[src/rtl/stopwatch_ctrl.sv]
// stopwatch_ctrl: start/stop/lap/reset stopwatch sequencer with a BCD mm:ss.cc time base.
//
// Ports:
//   clk_in          system clock, rising-edge active
//   rst             asynchronous active-high reset
//   tick_100hz      100 Hz level from the prescaler, synchronous to clk_in
//   btn_start_stop  one-cycle debounced pulse; wins over btn_lap_reset
//   btn_lap_reset   one-cycle debounced pulse
//   cs_bcd          displayed centiseconds, BCD 00..99
//   sec_bcd         displayed seconds, BCD 00..59
//   min_bcd         displayed minutes, BCD 00..MAX_MIN
//   running         high in RUN or LAP
//   lap_active      high in LAP (display shows the frozen lap register)
//   ovf             overflow indication
//   state           IDLE=0, RUN=1, LAP=2, PAUSE=3
//
// Optional feature macro: SW_OVF_HALT_EN
//   defined   : overflow holds MAX_MIN:59.99, forces PAUSE, ovf sticky until PAUSE->IDLE clear;
//               start/stop is ignored while ovf is set.
//   undefined : overflow wraps to 00:00.00 and keeps counting; ovf is a one-cycle pulse.

module stopwatch_ctrl #(
    parameter int unsigned TICK_DIV = 1,
    parameter int unsigned MAX_MIN  = 59
) (
    input  logic       clk_in,
    input  logic       rst,
    input  logic       tick_100hz,
    input  logic       btn_start_stop,
    input  logic       btn_lap_reset,
    output logic [7:0] cs_bcd,
    output logic [7:0] sec_bcd,
    output logic [7:0] min_bcd,
    output logic       running,
    output logic       lap_active,
    output logic       ovf,
    output logic [1:0] state
);

    typedef enum logic [1:0] {
        StIdle  = 2'd0,
        StRun   = 2'd1,
        StLap   = 2'd2,
        StPause = 2'd3
    } state_e;

    localparam logic [7:0] DivLast   = 8'(TICK_DIV - 1);
    localparam logic [7:0] MaxMinBcd = {4'(MAX_MIN / 10), 4'(MAX_MIN % 10)};

    // Returns {wrap, next}: wrap is set when v is at its top value and rolls to 00.
    function automatic logic [8:0] bcd_inc(input logic [7:0] v, input logic [7:0] top);
        logic [8:0] r;
        if (v == top) begin
            r = 9'h000 | 9'h100;
        end else if (v[3:0] == 4'd9) begin
            r = {1'b0, v[7:4] + 4'd1, 4'd0};
        end else begin
            r = {1'b0, v[7:4], v[3:0] + 4'd1};
        end
        return r;
    endfunction

    state_e     state_q, state_d;
    logic       tick_q;
    logic [7:0] div_q, div_d;
    logic [7:0] cs_q, cs_d, sec_q, sec_d, min_q, min_d;
    logic [7:0] lap_cs_q, lap_cs_d, lap_sec_q, lap_sec_d, lap_min_q, lap_min_d;
    logic       ovf_q, ovf_d;

    logic       tick_edge, cnt_en, cs_step, overflow, ss_ok, clear;
    logic       cs_wrap, sec_wrap, min_wrap;
    logic [7:0] cs_nx, sec_nx, min_nx;

    always_comb begin
        tick_edge = tick_100hz & ~tick_q;
        // Uses the registered state, so a tick coinciding with a stop press still counts.
        cnt_en    = tick_edge & ((state_q == StRun) | (state_q == StLap));

        div_d   = div_q;
        cs_step = 1'b0;
        if (cnt_en) begin
            if (div_q == DivLast) begin
                div_d   = '0;
                cs_step = 1'b1;
            end else begin
                div_d = div_q + 8'd1;
            end
        end

        {cs_wrap, cs_nx}   = bcd_inc(cs_q, 8'h99);
        {sec_wrap, sec_nx} = bcd_inc(sec_q, 8'h59);
        {min_wrap, min_nx} = bcd_inc(min_q, MaxMinBcd);
        overflow = cs_step & cs_wrap & sec_wrap & min_wrap;

        cs_d  = cs_q;
        sec_d = sec_q;
        min_d = min_q;
        if (cs_step) begin
            cs_d = cs_nx;
            if (cs_wrap) sec_d = sec_nx;
            if (cs_wrap && sec_wrap) min_d = min_nx;
        end

`ifdef SW_OVF_HALT_EN
        if (overflow) begin
            cs_d  = cs_q;
            sec_d = sec_q;
            min_d = min_q;
        end
        // ovf can only be set while parked in PAUSE, so this gates resume after overflow.
        ss_ok = ~ovf_q;
        ovf_d = ovf_q | overflow;
`else
        ss_ok = 1'b1;
        ovf_d = overflow;
`endif

        state_d   = state_q;
        lap_cs_d  = lap_cs_q;
        lap_sec_d = lap_sec_q;
        lap_min_d = lap_min_q;
        clear     = 1'b0;

        unique case (state_q)
            StIdle: begin
                if (btn_start_stop) state_d = StRun;
            end
            StRun: begin
                if (btn_start_stop) begin
                    state_d = StPause;
                end else if (btn_lap_reset) begin
                    state_d   = StLap;
                    // Capture the pre-increment value seen in this cycle.
                    lap_cs_d  = cs_q;
                    lap_sec_d = sec_q;
                    lap_min_d = min_q;
                end
            end
            StLap: begin
                if (btn_start_stop) state_d = StPause;
                else if (btn_lap_reset) state_d = StRun;
            end
            StPause: begin
                if (btn_start_stop && ss_ok) begin
                    state_d = StRun;
                end else if (btn_lap_reset) begin
                    state_d = StIdle;
                    clear   = 1'b1;
                end
            end
            default: state_d = StIdle;
        endcase

`ifdef SW_OVF_HALT_EN
        if (overflow) state_d = StPause;
`endif

        if (clear) begin
            cs_d      = '0;
            sec_d     = '0;
            min_d     = '0;
            lap_cs_d  = '0;
            lap_sec_d = '0;
            lap_min_d = '0;
            div_d     = '0;
            ovf_d     = 1'b0;
        end
    end

    always_ff @(posedge clk_in or posedge rst) begin
        if (rst) begin
            state_q   <= StIdle;
            tick_q    <= 1'b1;  // a tick already high at release is not an edge
            div_q     <= '0;
            cs_q      <= '0;
            sec_q     <= '0;
            min_q     <= '0;
            lap_cs_q  <= '0;
            lap_sec_q <= '0;
            lap_min_q <= '0;
            ovf_q     <= 1'b0;
        end else begin
            state_q   <= state_d;
            tick_q    <= tick_100hz;
            div_q     <= div_d;
            cs_q      <= cs_d;
            sec_q     <= sec_d;
            min_q     <= min_d;
            lap_cs_q  <= lap_cs_d;
            lap_sec_q <= lap_sec_d;
            lap_min_q <= lap_min_d;
            ovf_q     <= ovf_d;
        end
    end

    always_comb begin
        state      = state_q;
        running    = (state_q == StRun) | (state_q == StLap);
        lap_active = (state_q == StLap);
        ovf        = ovf_q;
        cs_bcd     = lap_active ? lap_cs_q  : cs_q;
        sec_bcd    = lap_active ? lap_sec_q : sec_q;
        min_bcd    = lap_active ? lap_min_q : min_q;
    end

endmodule

[config.mk]
export PLATFORM = sky130hd
export DESIGN_NAME = stopwatch_ctrl
export DESIGN_NICKNAME = d
export VERILOG_FILES = /design/src/rtl/stopwatch_ctrl.sv
export SDC_FILE = /design/constraint.sdc
export NUM_CORES = 1
export LEC_CHECK = 0
export ABC_AREA = 1
export ABC_CLOCK_PERIOD_IN_PS = 2600
export CAP_MARGIN = 20
export CORE_MARGIN = 2
export CORE_UTILIZATION = 55
export CTS_CLUSTER_SIZE = 10
export DETAILED_ROUTE_END_ITERATION = 10
export HOLD_SLACK_MARGIN = 0.05
export PLACE_DENSITY = 0.77
export SLEW_MARGIN = 5
export SYNTH_ARGS = -nofsm -noshare
export SYNTH_HDL_FRONTEND = slang
export SYNTH_SLANG_ARGS = --single-unit
[constraint.sdc]
create_clock -name clk_in -period 2.6 [get_ports clk_in]
set_input_delay 0.52 -clock clk_in [delete_from_list [all_inputs] [get_ports clk_in]]
set_output_delay 0.52 -clock clk_in [all_outputs]
set_load 0.02 [all_outputs]
==> results.toml <==
[power_and_ir_drop]
p_per_area_nw_per_um2 = 800
seqPwrFrac = 0.387
peakVddDrop_uv = 833
p_leak_nw = 2.12
p_int_mw = 1.95
combPwrFrac = 0.393
power_switching_share = 0.397
switching_power_mw = 1.28
clkPwrFrac = 0.220

[worst_setup_path]
worstPathCellList = "inv_1 -> ha_1 -> buf_12 -> mux2_2 -> dlygate4sd2_1"
crit_type = "flop to primary output"
critical_path_peak_fanout = 50
critPathTopFamily = "buffers and inverters"
critPathCaptureType = "primary output"
cp-start-kind = "flop"
worstPathArrival_ns = 1.94
worst-path-buf-inv = 3
worst_r2r_path_depth = 9
rrSetupSlack_ns = 0.59
required_ns = 2.08
cpMaxStageDelayCell = "dfrtp_1"
r2r-end = "cs_q[5]"
slowest_delay_ns = 0.37
r2r_start = "state[1]"
critPathLaunch = "state[0]"

[detailed_routing]
num_vias = 2950
ant_nets = 0
vias_per_cell = 5.44
first_pass_iters = 4
drc_errors = 0
drt-wirelength-per-cell_um = 13.7
wl_mm = 7.45
drt_iter0_drc = 156

[min_path]
min_from = "min_q[7]"
hold_class = "flop to flop"
holdPathStages = 2
min_to = "min_q[7]"

[logic_synthesis]
yosysTopAreaCellShare = 0.432
yosysTopAreaCell = "dfrtp_1"
seq_area_frac_synth = 0.439
synthesis.nets = 450
netlist_top_cells_count = "83 x nand2_1, 59 x dfrtp_1, 50 x nor2_1"
synthFlopType = "dfrtp_1"
ys_ff_latch = 60
ys_warn_count = 0
synthArstFlopShare = 1.00
synth_edf_count = 0
yosysUniqueCellTypes = 35
synthesis.area_um2 = 3420
synth_cells = 426
yosysMostFrequentCell = "nand2_1"
synthTopCellsByArea = "dfrtp_1 43%, nand2_1 9.1%, ha_1 7.0%"
syn_avg_cell_area_um2 = 8.03

[clock_network]
cts_buffers = 9
hold_buffers = 0
clock_path_buffers = 2
post_cts.repair.setup_buffers = 0
clk_latency_ns = 0.33
tritoncts = "built"
clockRootBuffer = "clkbuf_8"
cts.clk_slew.worst_paths_ns = 0.06
h-tree-depth = 3
cts_sinks = 60

[placement]
port_buffers = 33
hpwl_mm = 5.10
gp_congestion = 0.855

[layout]
post-route-util = 0.677
drive_gt1_frac = 0.0985
seq_area_um2 = 1500
areaGrowthSynthToFinish_pct = 18.0
fillers = 519
fin_nets = 486
multiInputGateArea_um2 = 1680
antenna_cells = 0

[sta]
rsz0062_at_grt = "no"
fmax_mhz = 407
period_needed_ns = 2.46
slew_violations = 0
finClkSkew_ns = 0.00719
report.final.hold_viol_count = 0
worstMarginPinSlew_ns = 0.494
fin_crit_sh = 0.944
fin_setup_tns_ns = 0
slew-limit-headroom = 0.670
setup_viol_count_final = 0

[run_status]
status = "finished clean"

[global_route]
grt-ovfl-total = 0
track_usage = 0.227
antenna_found_initial = 0
grt_pass1_vias = 2854
grt_pass1_wl_mm = 12.8
grt_max_degree = 61

[floorplan]
core_area_um2 = 5960
die-area_um2 = 6860
rows = 28
dieWidth_um = 82.9
die_h_um = 82.9
io_pins = 34
initial_core_util = 0.574

[job]
maxCapViolations = 0
metrics by stage:
step / std cells / instance area, µm² / power [mW] / setup WS, ns / hold WS, ns
final: 542 / 4030 / 3.23 / 0.145 / 0.510
after global routing: 542 / 4030 / 3.44 / 0.0645 / 0.540
after CTS: 542 / 3990 / 3.26 / 0.00674 / 0.508
after detailed placement: 526 / 3840 / 2.56 / 0.290 / 0.494
after global placement: 526 / 3840 / 2.52 / 0.304 / 0.486
after floorplan: 426 / 3420 / 2.11 / 0.330 / 0.464
final cells by class:
class / count / area share
multi-input cells: 310 / 0.417
flip-flops and latches: 60 / 0.373
inverters: 42 / 0.0391
well taps: 75 / 0.0233
clock buffers: 14 / 0.0378
clock inverters: 2 / 0.00248
repair buffers: 39 / 0.108
layer usage:
layer,wire (µm),track usage,part of all wire
met1,3360,0.293,0.45
met2,3620,0.375,0.49
met3,328,0.0338,0.044
met4,136,0.109,0.018
met5,0,0,0
power by group through the flow:
| stage | sequential, mW | combinational [mW] | clock (mW) |
|---|---|---|---|
| finish | 1.25 | 1.27 | 0.711 |
| global route | 1.27 | 1.41 | 0.761 |
| CTS | 1.25 | 1.28 | 0.729 |
| detailed placement | 1.26 | 1.30 | 0 |
| global placement | 1.25 | 1.27 | 0 |
| floorplan | 1.25 | 0.859 | 0 |
flip-flops by register name, indices dropped and copies added, names as in the netlist:
name,cells
cs_q,8
div_q,8
lap_cs_q,8
lap_min_q,8
lap_sec_q,8
min_q,8
ovf,1
sec_q,8
state,2
tick_q,1
cells by family after synthesis:
family,Yosys count,share of synthesized area
AOI/OAI and AO/OA,76,0.115
xor gates and xnor gates,9,0.0231
adders and majority gates,19,0.0695
buffers and inverters,56,0.0684
DFF,60,0.439
muxes,1,0.00329
and+or+nand+nor,205,0.281
worst min-delay path, delay by kind of cell (launching register included):
family / cells / cell delay, ns
DFF: 1 / 0.37
and+or+nand+nor: 2 / 0.11
what timing repair did:
| item | 4_1_cts | 5_1_grt |
|---|---|---|
| cloned | 0 | 0 |
| gates resized for setup | 7 | 17 |
| endpoints found under the setup margin | 7 | 17 |
worst max path at each step:
| stage | endpoint | slack, ns | depth (start not counted) |
|---|---|---|---|
| final | cs_bcd[4] | 0.14 | 5 |
| after global routing | cs_bcd[4] | 0.06 | 5 |
| after CTS | min_bcd[0] | 0.007 | 6 |
| after detailed placement | cs_bcd[4] | 0.29 | 5 |
| after global placement | cs_bcd[4] | 0.30 | 5 |
| after floorplan | cs_bcd[3] | 0.33 | 6 |
placed cells by master, fill, tap and decap left out, types with 2 or more instances in the layout:
cell and count:
a21oi_1 6, buf_12 2, buf_4 4, clkbuf_1 4, clkbuf_8 10, clkdlybuf4s50_1 9, clkinv_2 2, dfrtp_1 59
dlygate4sd2_1 7, dlymetal6s2s_1 17, ha_1 19, inv_1 38, inv_2 4, nand2_1 83, nand2_2 4, nand2_4 2
nand3_1 33, nand3_2 5, nand4_1 11, nor2_1 50, nor2_2 2, nor3_1 4, o21ai_0 38, o21ai_1 26
o31ai_1 3, or2_2 5, xnor2_1 3, xor2_1 6
Note: power is estimated with default switching activity, not from simulation.
